[config.mk]
export PLATFORM = sky130hd
export DESIGN_NAME = vga_capture_rx_flat
export DESIGN_NICKNAME = d
export VERILOG_FILES = /design/src/rtl/vga_pkg.sv /design/src/rtl/vga_capture_rx_if.sv /design/src/rtl/vga_sync_edge.sv /design/src/rtl/vga_capture_rx.sv /design/src/flat_wrapper.sv
export SDC_FILE = /design/constraint.sdc
export NUM_CORES = 1
export LEC_CHECK = 0
export ABC_AREA = 1
export CELL_PAD_IN_SITES_DETAIL_PLACEMENT = 0
export CELL_PAD_IN_SITES_GLOBAL_PLACEMENT = 1
export CORE_ASPECT_RATIO = 0.5
export CORE_MARGIN = 4
export CORE_UTILIZATION = 41
export DETAILED_ROUTE_END_ITERATION = 8
export GPL_TIMING_DRIVEN = 0
export MAX_ROUTING_LAYER = met4
export PLACE_DENSITY_LB_ADDON = 0.1
export SLEW_MARGIN = 15
export SYNTH_ARGS = -nofsm -noshare
export SYNTH_HDL_FRONTEND = slang
export SYNTH_SLANG_ARGS = --single-unit
[constraint.sdc]
create_clock -name i_clk -period 4.45 [get_ports i_clk]
set_input_delay 0.89 -clock i_clk [delete_from_list [all_inputs] [get_ports i_clk]]
set_output_delay 0.89 -clock i_clk [all_outputs]
set_load 0.05 [all_outputs]
[src/rtl/vga_pkg.sv]
// Shared VGA timing constants, widths and capture FSM types.
// The generator and the capture receiver both import this package.
package vga_pkg;
  localparam int H_ACTIVE = 640;
  localparam int H_TOTAL  = 800;
  localparam int V_ACTIVE = 480;
  localparam int V_TOTAL  = 525;

  localparam int CH_W    = 4;
  localparam int RGB_W   = 3 * CH_W;
  localparam int COORD_W = 11;
  localparam int SUM_W   = 16;
  localparam int MATCH_W = 4;

  localparam logic [COORD_W-1:0] COORD_MAX = '1;

  typedef enum logic [1:0] {SEARCH, MEASURE, LOCKED} state_t;

  typedef struct packed {
    state_t             state;
    logic [MATCH_W-1:0] match_cnt;
    logic               hs_assert;
    logic               hs_deassert;
    logic               vs_deassert;
  } dbg_t;

  // Counters stick at their maximum instead of wrapping.
  function automatic logic [COORD_W-1:0] sat_inc(input logic [COORD_W-1:0] v);
    return (v == COORD_MAX) ? v : v + 1'b1;
  endfunction
endpackage

[src/rtl/vga_capture_rx_if.sv]
// Video bus from the pattern generator to the capture receiver.
// There is no handshake: every signal is sampled on each pixel clock, and r/g/b carry meaning only while de is high.
interface vga_capture_rx_if;
  import vga_pkg::*;
  logic [CH_W-1:0] r;
  logic [CH_W-1:0] g;
  logic [CH_W-1:0] b;
  logic            hsync;
  logic            vsync;
  logic            de;

  modport master (output r, g, b, hsync, vsync, de);
  modport slave  (input  r, g, b, hsync, vsync, de);
endinterface

[src/rtl/vga_sync_edge.sv]
// Polarity-normalising edge detector that produces single-cycle pulses on the assert and deassert edges.
// The history register resets to "deasserted", so a level that is already active when reset releases reports an assert edge.
module vga_sync_edge #(
  parameter bit ACT_LOW = 1'b0
) (
  input  logic i_clk,
  input  logic i_rst_n,
  input  logic i_sig,
  output logic o_assert,
  output logic o_deassert
);
  logic w_lvl;
  logic r_prev;

  assign w_lvl = i_sig ^ ACT_LOW;

  always_ff @(posedge i_clk) begin
    if (!i_rst_n) r_prev <= 1'b0;
    else          r_prev <= w_lvl;
  end

  assign o_assert   =  w_lvl & ~r_prev;
  assign o_deassert = ~w_lvl &  r_prev;
endmodule

[src/rtl/vga_capture_rx.sv]
// Loopback capture for the VGA output: recovers pixel coordinates, measures the active area,
// accumulates a per-frame checksum and tracks timing lock.
module vga_capture_rx #(
  parameter int H_ACTIVE     = vga_pkg::H_ACTIVE,
  parameter int V_ACTIVE     = vga_pkg::V_ACTIVE,
  parameter bit SYNC_ACT_LOW = 1'b1,
  parameter int LOCK_FRAMES  = 2
) (
  input  logic                         i_clk,
  input  logic                         i_rst_n,
  vga_capture_rx_if.slave              vid,
  output logic [vga_pkg::COORD_W-1:0]  o_pix_x,
  output logic [vga_pkg::COORD_W-1:0]  o_pix_y,
  output logic [vga_pkg::RGB_W-1:0]    o_pix_rgb,
  output logic                         o_pix_valid,
  output logic                         o_frame_done,
  output logic [vga_pkg::SUM_W-1:0]    o_frame_sum,
  output logic [vga_pkg::COORD_W-1:0]  o_meas_w,
  output logic [vga_pkg::COORD_W-1:0]  o_meas_h,
  output logic                         o_locked,
  output logic                         o_timing_err,
  output vga_pkg::dbg_t                o_dbg
);
  import vga_pkg::*;

  localparam logic SYNC_IDLE = SYNC_ACT_LOW;

  logic [RGB_W-1:0]   r_rgb;
  logic               r_de, r_hs, r_vs;
  logic [COORD_W-1:0] r_x, r_y, r_last_w;
  logic [SUM_W-1:0]   r_sum;
  logic               r_frame_bad;
  logic [MATCH_W-1:0] r_match, w_match_d;
  state_t             r_state, w_state_d;

  logic               w_vs_edge, w_vs_fall, w_hs_rise, w_hs_fall, w_de_rise, w_de_fall;
  logic [COORD_W-1:0] w_x_nxt, w_y_upd, w_w_upd;
  logic [COORD_W:0]   w_len;
  logic [SUM_W-1:0]   w_sum_upd;
  logic               w_x_sat, w_bad_upd, w_good, w_fd, w_te;

  // Stage 1 registers the inputs. The syncs reset to their idle level so that reset itself does not create a spurious frame edge.
  always_ff @(posedge i_clk) begin
    if (!i_rst_n) begin
      r_rgb <= '0;
      r_de  <= 1'b0;
      r_hs  <= SYNC_IDLE;
      r_vs  <= SYNC_IDLE;
    end else begin
      r_rgb <= {vid.r, vid.g, vid.b};
      r_de  <= vid.de;
      r_hs  <= vid.hsync;
      r_vs  <= vid.vsync;
    end
  end

  vga_sync_edge #(.ACT_LOW(SYNC_ACT_LOW)) u_vs_edge (
    .i_clk(i_clk), .i_rst_n(i_rst_n), .i_sig(r_vs), .o_assert(w_vs_edge), .o_deassert(w_vs_fall));
  vga_sync_edge #(.ACT_LOW(SYNC_ACT_LOW)) u_hs_edge (
    .i_clk(i_clk), .i_rst_n(i_rst_n), .i_sig(r_hs), .o_assert(w_hs_rise), .o_deassert(w_hs_fall));
  vga_sync_edge #(.ACT_LOW(1'b0)) u_de_edge (
    .i_clk(i_clk), .i_rst_n(i_rst_n), .i_sig(r_de), .o_assert(w_de_rise), .o_deassert(w_de_fall));

  // While de is low, x holds the last pixel index, so the line length at the falling edge is x+1.
  assign w_x_nxt   = !r_de ? r_x : (w_de_rise ? '0 : sat_inc(r_x));
  assign w_x_sat   = r_de & ~w_de_rise & (r_x == COORD_MAX);
  assign w_len     = {1'b0, r_x} + 1'b1;
  assign w_y_upd   = w_de_fall ? sat_inc(r_y) : r_y;
  assign w_w_upd   = !w_de_fall ? r_last_w : (w_len[COORD_W] ? COORD_MAX : w_len[COORD_W-1:0]);
  assign w_sum_upd = r_sum + (r_de ? SUM_W'(r_rgb) : '0);
  assign w_bad_upd = r_frame_bad | w_x_sat | (w_vs_edge & r_de)
                   | (w_de_fall & (w_len != (COORD_W+1)'(H_ACTIVE)));
  assign w_good    = ~w_bad_upd & (w_y_upd == COORD_W'(V_ACTIVE));

  always_comb begin
    w_state_d = r_state;
    w_match_d = r_match;
    w_fd      = 1'b0;
    w_te      = 1'b0;
    if (w_vs_edge) begin
      case (r_state)
        SEARCH: begin
          w_state_d = MEASURE;
          w_match_d = '0;
        end
        MEASURE: begin
          w_fd = 1'b1;
          if (w_good) begin
            w_match_d = r_match + 1'b1;
            if (w_match_d == MATCH_W'(LOCK_FRAMES)) w_state_d = LOCKED;
          end else begin
            w_match_d = '0;
          end
        end
        LOCKED: begin
          w_fd = 1'b1;
          if (!w_good) begin
            w_state_d = SEARCH;
            w_match_d = '0;
            w_te      = 1'b1;
          end
        end
        default: w_state_d = SEARCH;
      endcase
    end
  end

  always_ff @(posedge i_clk) begin
    if (!i_rst_n) begin
      r_state <= SEARCH;
      r_match <= '0;
    end else begin
      r_state <= w_state_d;
      r_match <= w_match_d;
    end
  end

  always_ff @(posedge i_clk) begin
    if (!i_rst_n) begin
      r_x          <= '0;
      r_y          <= '0;
      r_last_w     <= '0;
      r_sum        <= '0;
      r_frame_bad  <= 1'b0;
      o_pix_x      <= '0;
      o_pix_y      <= '0;
      o_pix_rgb    <= '0;
      o_pix_valid  <= 1'b0;
      o_frame_done <= 1'b0;
      o_frame_sum  <= '0;
      o_meas_w     <= '0;
      o_meas_h     <= '0;
      o_locked     <= 1'b0;
      o_timing_err <= 1'b0;
    end else begin
      r_x          <= w_x_nxt;
      r_last_w     <= w_w_upd;
      r_y          <= w_vs_edge ? '0   : w_y_upd;
      r_sum        <= w_vs_edge ? '0   : w_sum_upd;
      r_frame_bad  <= w_vs_edge ? 1'b0 : w_bad_upd;
      o_pix_x      <= w_x_nxt;
      o_pix_y      <= r_y;
      o_pix_rgb    <= r_rgb;
      o_pix_valid  <= r_de;
      o_frame_done <= w_fd;
      o_timing_err <= w_te;
      o_locked     <= (w_state_d == LOCKED);
      if (w_fd) begin
        o_meas_w    <= w_w_upd;
        o_meas_h    <= w_y_upd;
        o_frame_sum <= w_sum_upd;
      end
    end
  end

  always_comb begin
    o_dbg             = '0;
    o_dbg.state       = r_state;
    o_dbg.match_cnt   = r_match;
    o_dbg.hs_assert   = w_hs_rise;
    o_dbg.hs_deassert = w_hs_fall;
    o_dbg.vs_deassert = w_vs_fall;
  end
endmodule

[src/flat_wrapper.sv]
// flat-port wrapper written by rule: the top's interface ports become plain ports
module vga_capture_rx_flat import vga_pkg::*;
#(
  parameter int H_ACTIVE     = vga_pkg::H_ACTIVE,
  parameter int V_ACTIVE     = vga_pkg::V_ACTIVE,
  parameter bit SYNC_ACT_LOW = 1'b1,
  parameter int LOCK_FRAMES  = 2
)
  (i_clk, i_rst_n, o_pix_x, o_pix_y, o_pix_rgb, o_pix_valid, o_frame_done, o_frame_sum, o_meas_w, o_meas_h, o_locked, o_timing_err, o_dbg, vid_r, vid_g, vid_b, vid_hsync, vid_vsync, vid_de);
  vga_capture_rx_if vid_i ();
  input  logic i_clk;
  input  logic i_rst_n;
  output logic [vga_pkg::COORD_W-1:0] o_pix_x;
  output logic [vga_pkg::COORD_W-1:0] o_pix_y;
  output logic [vga_pkg::RGB_W-1:0] o_pix_rgb;
  output logic o_pix_valid;
  output logic o_frame_done;
  output logic [vga_pkg::SUM_W-1:0] o_frame_sum;
  output logic [vga_pkg::COORD_W-1:0] o_meas_w;
  output logic [vga_pkg::COORD_W-1:0] o_meas_h;
  output logic o_locked;
  output logic o_timing_err;
  output vga_pkg::dbg_t o_dbg;
  input wire logic [$bits(vid_i.r)-1:0] vid_r;
  input wire logic [$bits(vid_i.g)-1:0] vid_g;
  input wire logic [$bits(vid_i.b)-1:0] vid_b;
  input wire logic [$bits(vid_i.hsync)-1:0] vid_hsync;
  input wire logic [$bits(vid_i.vsync)-1:0] vid_vsync;
  input wire logic [$bits(vid_i.de)-1:0] vid_de;
  assign vid_i.r = vid_r;
  assign vid_i.g = vid_g;
  assign vid_i.b = vid_b;
  assign vid_i.hsync = vid_hsync;
  assign vid_i.vsync = vid_vsync;
  assign vid_i.de = vid_de;
  vga_capture_rx #(.H_ACTIVE(H_ACTIVE), .V_ACTIVE(V_ACTIVE), .SYNC_ACT_LOW(SYNC_ACT_LOW), .LOCK_FRAMES(LOCK_FRAMES)) u_core (.i_clk(i_clk), .i_rst_n(i_rst_n), .vid(vid_i), .o_pix_x(o_pix_x), .o_pix_y(o_pix_y), .o_pix_rgb(o_pix_rgb), .o_pix_valid(o_pix_valid), .o_frame_done(o_frame_done), .o_frame_sum(o_frame_sum), .o_meas_w(o_meas_w), .o_meas_h(o_meas_h), .o_locked(o_locked), .o_timing_err(o_timing_err), .o_dbg(o_dbg));
endmodule
; ---- Word level (Yosys, flattened, before mapping)
; Cells that the tools add are included.
[word_totals]
reg_bits = 138
out_inout_bits = 85
elab_cells = 85
input_bits = 17
[op_classes]
add_sub_neg = 5
n_mux = 18
n_eq_ne = 10
bitwise = 23
n_reduce_logical = 7
[op_table]
columns = cell, count
row1 = $mux W11, 6
row2 = $add A11 B1 Y11 const B, 2
row3 = $eq A11 B11 Y1 const B, 2
row4 = $add A16 B16 Y16, 1
row5 = $add A11 B1 Y12 const B, 1
row6 = $mux W12, 1
row7 = $ne A12 B10 Y1 const B, 1
row8 = $pmux W4 S3, 1
row9 = $and A1 B1 Y1, 11
row10 = $eq A11 B9 Y1 const B, 1
row11 = $not A1 Y1, 9
row12 = $mux W2, 4
row13 = $mux W4, 2
row14 = $pmux W2 S3, 1
row15 = $reduce_and A3 Y1, 2
row16 = $add A4 B1 Y4 const B, 1
row17 = $eq A2 B2 Y1 const B, 2
row18 = $eq A4 B2 Y1 const B, 1
row19 = $reduce_or A2 Y1, 2
row20 = $mux W1, 3
row21 = $or A1 B1 Y1, 3
row22 = $reduce_bool A3 Y1, 1
row23 = $eq A2 B1 Y1 const B, 1
row24 = $logic_not A2 Y1, 1
row25 = other kinds (3), 3

; ---- Depth between registers and ports, before layout
[logic_depth]
depth_word = 14
ltp_mapped = 19
ltp_nobuf = 19

; ---- By module
; From an unflattened synthesis, not the netlist that was laid out.
[hier_totals]
cells_unflattened = 824
area_unflattened_um2 = 6053.3
[modules_own_cells]
columns = mod, instances, seq_area_each_um2, cells_each, area_per_inst_um2
row1 = vga_capture_rx, 1, 2722.6, 805, 5930.7
row2 = vga_sync_edge (u_core.u_hs_edge ...), 2, 20.0, 6, 38.8
row3 = vga_sync_edge (u_core.u_de_edge), 1, 20.0, 7, 45.0

; ---- Worst setup path before layout
; Ideal clock, no wire load.
[synth_timing]
path_kind = register to register
startpoint = reg u_core.r_de
endpoint = reg u_core.o_frame_sum[14] in the netlist's numbering
synth_period_minus_slack_ns = 2.764
t_arrival_ns = 2.648
n_path_buf = 2
setup_time_ns = 0.115
stages_incl_launch_ff = 17
t_required_ns = 4.335
slack_ns = 1.686
cell_sequence = dfxtp_1 buf_6 clkbuf_1 nand2_1 inv_1 ha_1 inv_1 fa_1 inv_1 a31oi_1 o21ai_0 a21boi_0 o21ai_0 nand2_1 xor2_1 o21ai_0 inv_1
[synth_via]
elab_chain_len = 2
[synth_rtl]
columns = element, line_no
row1 = "start, declared", vga_capture_rx.sv:29  ; logic r_de, r_hs, r_vs;
row2 = "start signal, assigned", vga_capture_rx.sv:51  ; r_de <= vid.de;
row3 = $mux W12, vga_capture_rx.sv:70  ; assign w_sum_upd = r_sum + (r_de ? SUM_W'(r_rgb) : '0);
row4 = $add A16 B16 Y16, vga_capture_rx.sv:70
row5 = "end signal, assigned", vga_capture_rx.sv:151  ; o_frame_sum <= w_sum_upd;
row6 = "end, declared", vga_capture_rx.sv:17  ; output logic [vga_pkg::SUM_W-1:0] o_frame_sum,
; Every way passes these cells.
; A chain may end at the register's enable or synchronous reset.

; ---- Final worst setup path
; Ends and elaborated chain as after synthesis.

==> impl_metrics.ini <==
[outcome]
status = finished, final reports clean

[placed_design]
port_buffers = 100
gp_congestion = 0.882
dp_slack_ns = 1.08
dp_hpwl_um = 11400

[clock_network]
worstSkewPairLatency_ns = 0.42
postCtsSetupBuffers = 0
root_buffer = clkbuf_16
hold_buffers = 0
cts_max_level = 4
cts_buffers = 17
cts_buffer_depth = 2
clock-sinks = 138
clkTransAtPathRegs_ns = 0.06
tritoncts = built
cts_resized = 0

[timing]
max_freq_mhz = 297
slew_headroom = 0.521
final_max_slew_viol_count = 0
setup_ws_ns = 1.09
hold_viol_final = 0
setup_violations = 0
tns_ns = 0
min_period_ns = 3.36
worst_slew_pin_slew_ns = 0.719
period_share = 0.756
grt_setup_unrepaired = no
fin_worst_skew_ns = 0.0107

[synth]
async_reset_ff_frac = 0
yosys.area.top_type = dfxtp_1
syn_nets = 856
yosysWarnings = 0
ys_ff_latch = 138
netlist_area_sq_um = 6100
synth_top_area_frac = 0.453
synth_most_common_cell = nand2_1
synth_commonest_cells = nand2_1 (186), inv_1 (144), dfxtp_1 (138)
yosysUniqueCellTypes = 42
synth-seq-area-share = 0.453
yosys-top-cells-area = dfxtp_1 (45%), nand2_1 (11%), inv_1 (8.9%), nor2_1 (4.9%), ha_1 (4.1%)
syn-instance-count = 818
yosys_most_used_dff = dfxtp_1
syn_avg_cell_area_sq_um = 7.46
synth_edf_count = 0

[setup_path]
slowest_delay_ns = 0.40
path_cells = buf_6, clkbuf_1, nand2_1, inv_1, ha_1, inv_1, fa_1, inv_1, a31oi_1, o21ai_0, a21boi_0, o21ai_0, nand2_1, xor2_1, o21ai_0, inv_1
crit_fanout = 10
reg2reg_slack_ns = 1.09
worst_path_most_repeated_cell = inv_1
r2r_start = u_core.r_de$_SDFF_PN0_
crit_required_ns = 4.75
cp-startpoint = u_core.r_de$_SDFF_PN0_
criticalPathCategory = register to register
endpoint = u_core.o_frame_sum[14]$_SDFFE_PN0P_
rr_endpoint = u_core.o_frame_sum[14]$_SDFFE_PN0P_
reg2reg_depth = 16
crit_path_start_kind = register
cp.arrival_ns = 3.67
cp-end-kind = register
crit_path_top_delay_cell = fa_1

[floorplan]
die_w_um = 180
die-area_sq_um = 17000
ios = 102
start_util = 0.420
rows = 31
dieHeight_um = 94.2
core_sq_um = 14500

[drt]
drt-initial-drc-count = 315
wl_per_cell_um = 13.2
viasPerCell = 4.50
vias = 5153
postRouteWirelength_um = 15200
drc = 0
ant_nets = 0
first_pass_iters = 5

[final_layout]
nets = 975
n_antenna_cell = 0
drive_gt1_frac = 0.0738
area.growth.synth_to_final_pct = 29.4
fillCellCount = 1398

[global_routing]
first_global_vias = 5066
grt_pass1_wl_um = 25300
overflow = 0
grt_use_total = 0.191
antenna_found_initial = 0
grt_max_degree = 17

[hold_path]
hold_class = register to register

[job]
cap_violations = 0

[pwr]
power_leakage_uw = 0.00380
power_density_nw_per_um2 = 361
ir_worst_vdd_mv = 0.195
-- how the worst min path moves through the flow --
| stage | startpoint | slack (ns) | cells past startpoint | end |
|---|---|---|---|---|
| global route | u_core.r_rgb[0]$_SDFF_PN0_ | 0.46 | 2 | u_core.o_pix_rgb[0]$_SDFF_PN0_ |
| floorplan | u_core.r_rgb[0]$_SDFF_PN0_ | 0.41 | 2 | u_core.o_pix_rgb[0]$_SDFF_PN0_ |
| finish | u_core.r_rgb[1]$_SDFF_PN0_ | 0.42 | 2 | u_core.o_pix_rgb[1]$_SDFF_PN0_ |
| global placement | u_core.r_rgb[8]$_SDFF_PN0_ | 0.41 | 2 | u_core.o_pix_rgb[8]$_SDFF_PN0_ |
| detailed placement | u_core.r_rgb[1]$_SDFF_PN0_ | 0.42 | 2 | u_core.o_pix_rgb[1]$_SDFF_PN0_ |
| CTS | u_core.r_rgb[1]$_SDFF_PN0_ | 0.43 | 2 | u_core.o_pix_rgb[1]$_SDFF_PN0_ |
-- layer usage --
layer,global-route usage,routed length (um),vias up
met2,0.289,6370,109
li1,-,-,2787
met1,0.260,7820,2245
met3,0.0456,840,12
met5,-,0,-
met4,0.0472,139,0
-- flip-flops by register name, indices dropped and copies added, names as in the netlist, 2 cells and up --
register / flops
u_core.o_frame_sum: 16
u_core.r_sum: 16
u_core.o_pix_rgb: 12
u_core.r_rgb: 12
u_core.o_meas_h: 11
u_core.o_meas_w: 11
u_core.o_pix_x: 11
u_core.o_pix_y: 11
u_core.r_last_w: 11
u_core.r_y: 11
u_core.r_match: 4
u_core.r_state: 2
-- power breakdown --
part / leakage (uW) / switching [uW] / internal [uW]
Combinational: 0.00242 / 166 / 83.8
Sequential: 0.00112 / 19.5 / 1270
Clock: 0.000263 / 534 / 773
Total: 0.00380 / 720 / 2130
-- cells in the final DEF, fill, tap and decap left out, types with 2 or more instances in the layout --
cell type          n
o211ai_1          27
nand2_4            2
buf_4              4
or2_2              3
inv_2              5
clkinvlp_4         3
clkbuf_1          22
dfxtp_1          138
nand3_2            2
o22ai_1           10
buf_1              2
nand2_2            7
a21o_1             3
clkbuf_16         17
xor2_1            10
clkdlybuf4s50_1  100
nand4_1           13
nor2_1            80
a31oi_1            2
clkinv_2           5
nand3_1           35
nand2_1          186
clkinv_1           2
a21oi_1           36
nor3_1             6
nor2_2             8
o21bai_1           3
inv_1            144
clkinv_4           3
xnor2_1            9
nor2_8             2
o21ai_1            2
ha_1              20
a21oi_2            2
o21ai_0           21
-- final cells by class --
cell class	count	area, sq um	share of cell area
sequential	138	2760	0.350
multi-input combinational	499	2630	0.334
timing repair buffer	100	1000	0.127
inverter	151	567	0.0718
clock buffer	18	439	0.0557
tap	198	248	0.0314
buffer	30	136	0.0173
clock inverter	12	104	0.0132
-- stage by stage --
stage | power, uW | hold slack, ns | instances | area, sq um | util
final | 2850 | 0.424 | 1146 | 7890 | 0.544
after global routing | 2970 | 0.458 | 1146 | 7890 | 0.544
after CTS | 2880 | 0.428 | 1146 | 7890 | 0.544
after detailed placement | 1570 | 0.420 | 1116 | 7350 | 0.507
after global placement | 1570 | 0.413 | 1116 | 7350 | 0.507
after floorplan | 1480 | 0.407 | 818 | 6100 | -
-- critical path, delay by kind of cell, from the launching register on --
family                     cells  cell delay, ns
AOI/OAI and AO/OA              5            1.20
xor gates and xnor gates       1            0.16
adders and majority gates      2            0.56
buffers and inverters          6            0.79
DFF                            1            0.32
and+or+nand+nor                2            0.20
-- kinds of logic (layout without fill, tap and decap cells) --
logic type	Yosys count	in the layout	synth area share
DFF	138	138	0.453
xor gates and xnor gates	20	20	0.0299
buffers and inverters	181	311	0.115
adders and majority gates	21	21	0.0443
AOI/OAI and AO/OA	109	109	0.108
and+or+nand+nor	349	349	0.249
(Power assumes the default switching activity.)
==> variant: new RTL, config.mk and constraints unchanged <==
The package constant `SUM_W` goes from 16 to 32.
--- a/src/rtl/vga_pkg.sv
+++ b/src/rtl/vga_pkg.sv
@@ -11,3 +11,3 @@
   localparam int COORD_W = 11;
-  localparam int SUM_W   = 16;
+  localparam int SUM_W   = 32;
   localparam int MATCH_W = 4;
Interface: changed (resized o_frame_sum); port bits go from 102 to 118. The function was not compared with the original's and may differ.
==> variant against the unedited design <==
Area after synthesis increased by 21%. Setup slack lost 0.24 ns. Global-route usage up 0.94 points. Routed wire length up 27%. Final cell count up 21%. Final area up 20%. Sequential share of layout area grew 0.84 points. Sequential cell count is 32 higher. Power rose by 22%.
==> variant: results <==
# TYPE chip_impl_metric gauge
chip_impl_metric{name="whs",unit="ns"} 0.425
chip_impl_metric{name="ir_drop",unit="V"} 0.000288
chip_impl_metric{name="power_of_the_combinational_group",unit="uW"} 286
chip_impl_metric{name="layout.cells.non_filler",unit=""} 1386
chip_impl_info{name="status",value="complete, no violations"} 1
chip_impl_info{name="critical-path-top-delay-family",value="simple AND/OR/NAND/NOR gates"} 1
chip_impl_metric{name="synth_fa_ha_area_share",unit="%"} 3.65
chip_impl_metric{name="grt_pass1_vias",unit=""} 6332
chip_impl_metric{name="cellLeakagePower",unit="nW"} 4.31
chip_impl_info{name="largest_registers",value="u_core.o_frame_sum x32, u_core.r_sum x32"} 1
chip_impl_metric{name="place.port_buffers",unit=""} 117
chip_impl_metric{name="fin_nets",unit=""} 1177
chip_impl_info{name="cpMaxStageDelayCell",value="sky130_fd_sc_hd__dfxtp_1"} 1
chip_impl_metric{name="detailed_place.area",unit="mm^2"} 0.00886
chip_impl_metric{name="share_of_cells_above_drive_strength_1",unit="%"} 5.99
chip_impl_metric{name="detail_route.iter0.violations",unit=""} 191
chip_impl_metric{name="synthXorXnorAreaFrac",unit="%"} 2.84
chip_impl_metric{name="dr_total_vias",unit=""} 6434
chip_impl_metric{name="yosys_register_bits",unit=""} 170
chip_impl_metric{name="power.switching_fraction",unit="%"} 25.2
chip_impl_info{name="holdCritStartpoint",value="u_core.r_rgb[5]"} 1
chip_impl_metric{name="power.sequential.total",unit="mW"} 1.58
chip_impl_info{name="synth.cells.most_frequent",value="sky130_fd_sc_hd__nand2_1 (230), sky130_fd_sc_hd__dfxtp_1 (170), sky130_fd_sc_hd__inv_1 (169), sky130_fd_sc_hd__nor2_1 (101), sky130_fd_sc_hd__a21oi_1 (56)"} 1
chip_impl_metric{name="grt_first_pass_wirelength",unit="mm"} 31.5
chip_impl_metric{name="yosys.cell_types.count",unit=""} 39
chip_impl_info{name="worstReg2RegEnd",value="u_core.o_frame_sum[26]"} 1
chip_impl_metric{name="synth-compound-area-share",unit="%"} 10.9
chip_impl_metric{name="pre_cts_ws",unit="ns"} 0.833
chip_impl_metric{name="critical-path-max-stage-delay",unit="ns"} 0.52
chip_impl_metric{name="number_of_cells_produced_by_synthesis",unit=""} 1003
chip_impl_metric{name="ff2ff_path_depth",unit=""} 23
variant: cell types whose count changed after synthesis, moves of 9 or more:
| cell | change |
|---|---|
| sky130_fd_sc_hd__nand2_1 | +44 |
| sky130_fd_sc_hd__dfxtp_1 | +32 |
| sky130_fd_sc_hd__inv_1 | +25 |
| sky130_fd_sc_hd__nor2_1 | +21 |
| sky130_fd_sc_hd__a21oi_1 | +20 |
| sky130_fd_sc_hd__nand3_1 | +11 |
| sky130_fd_sc_hd__o21ai_0 | +9 |
variant: final cells by class:
class                   instances  area [um^2]
multi-input cells             619         3170
flip-flops and latches        170         3400
fillers                      1736         8030
plain buffers                  35          150
inverters                     179          672
clock buffers                  18          429
well taps                     234          293
clock inverters                14          206
repair buffers                117         1170
variant: metal layers:
layer  global-route usage (%)  wire length [um]  up-vias
li1                         -                 -     3413
met3                     3.92               782       22
met1                     26.1              9450     2896
met5                        -                 0        -
met4                     5.82               274        0
met2                     32.2              8730      103
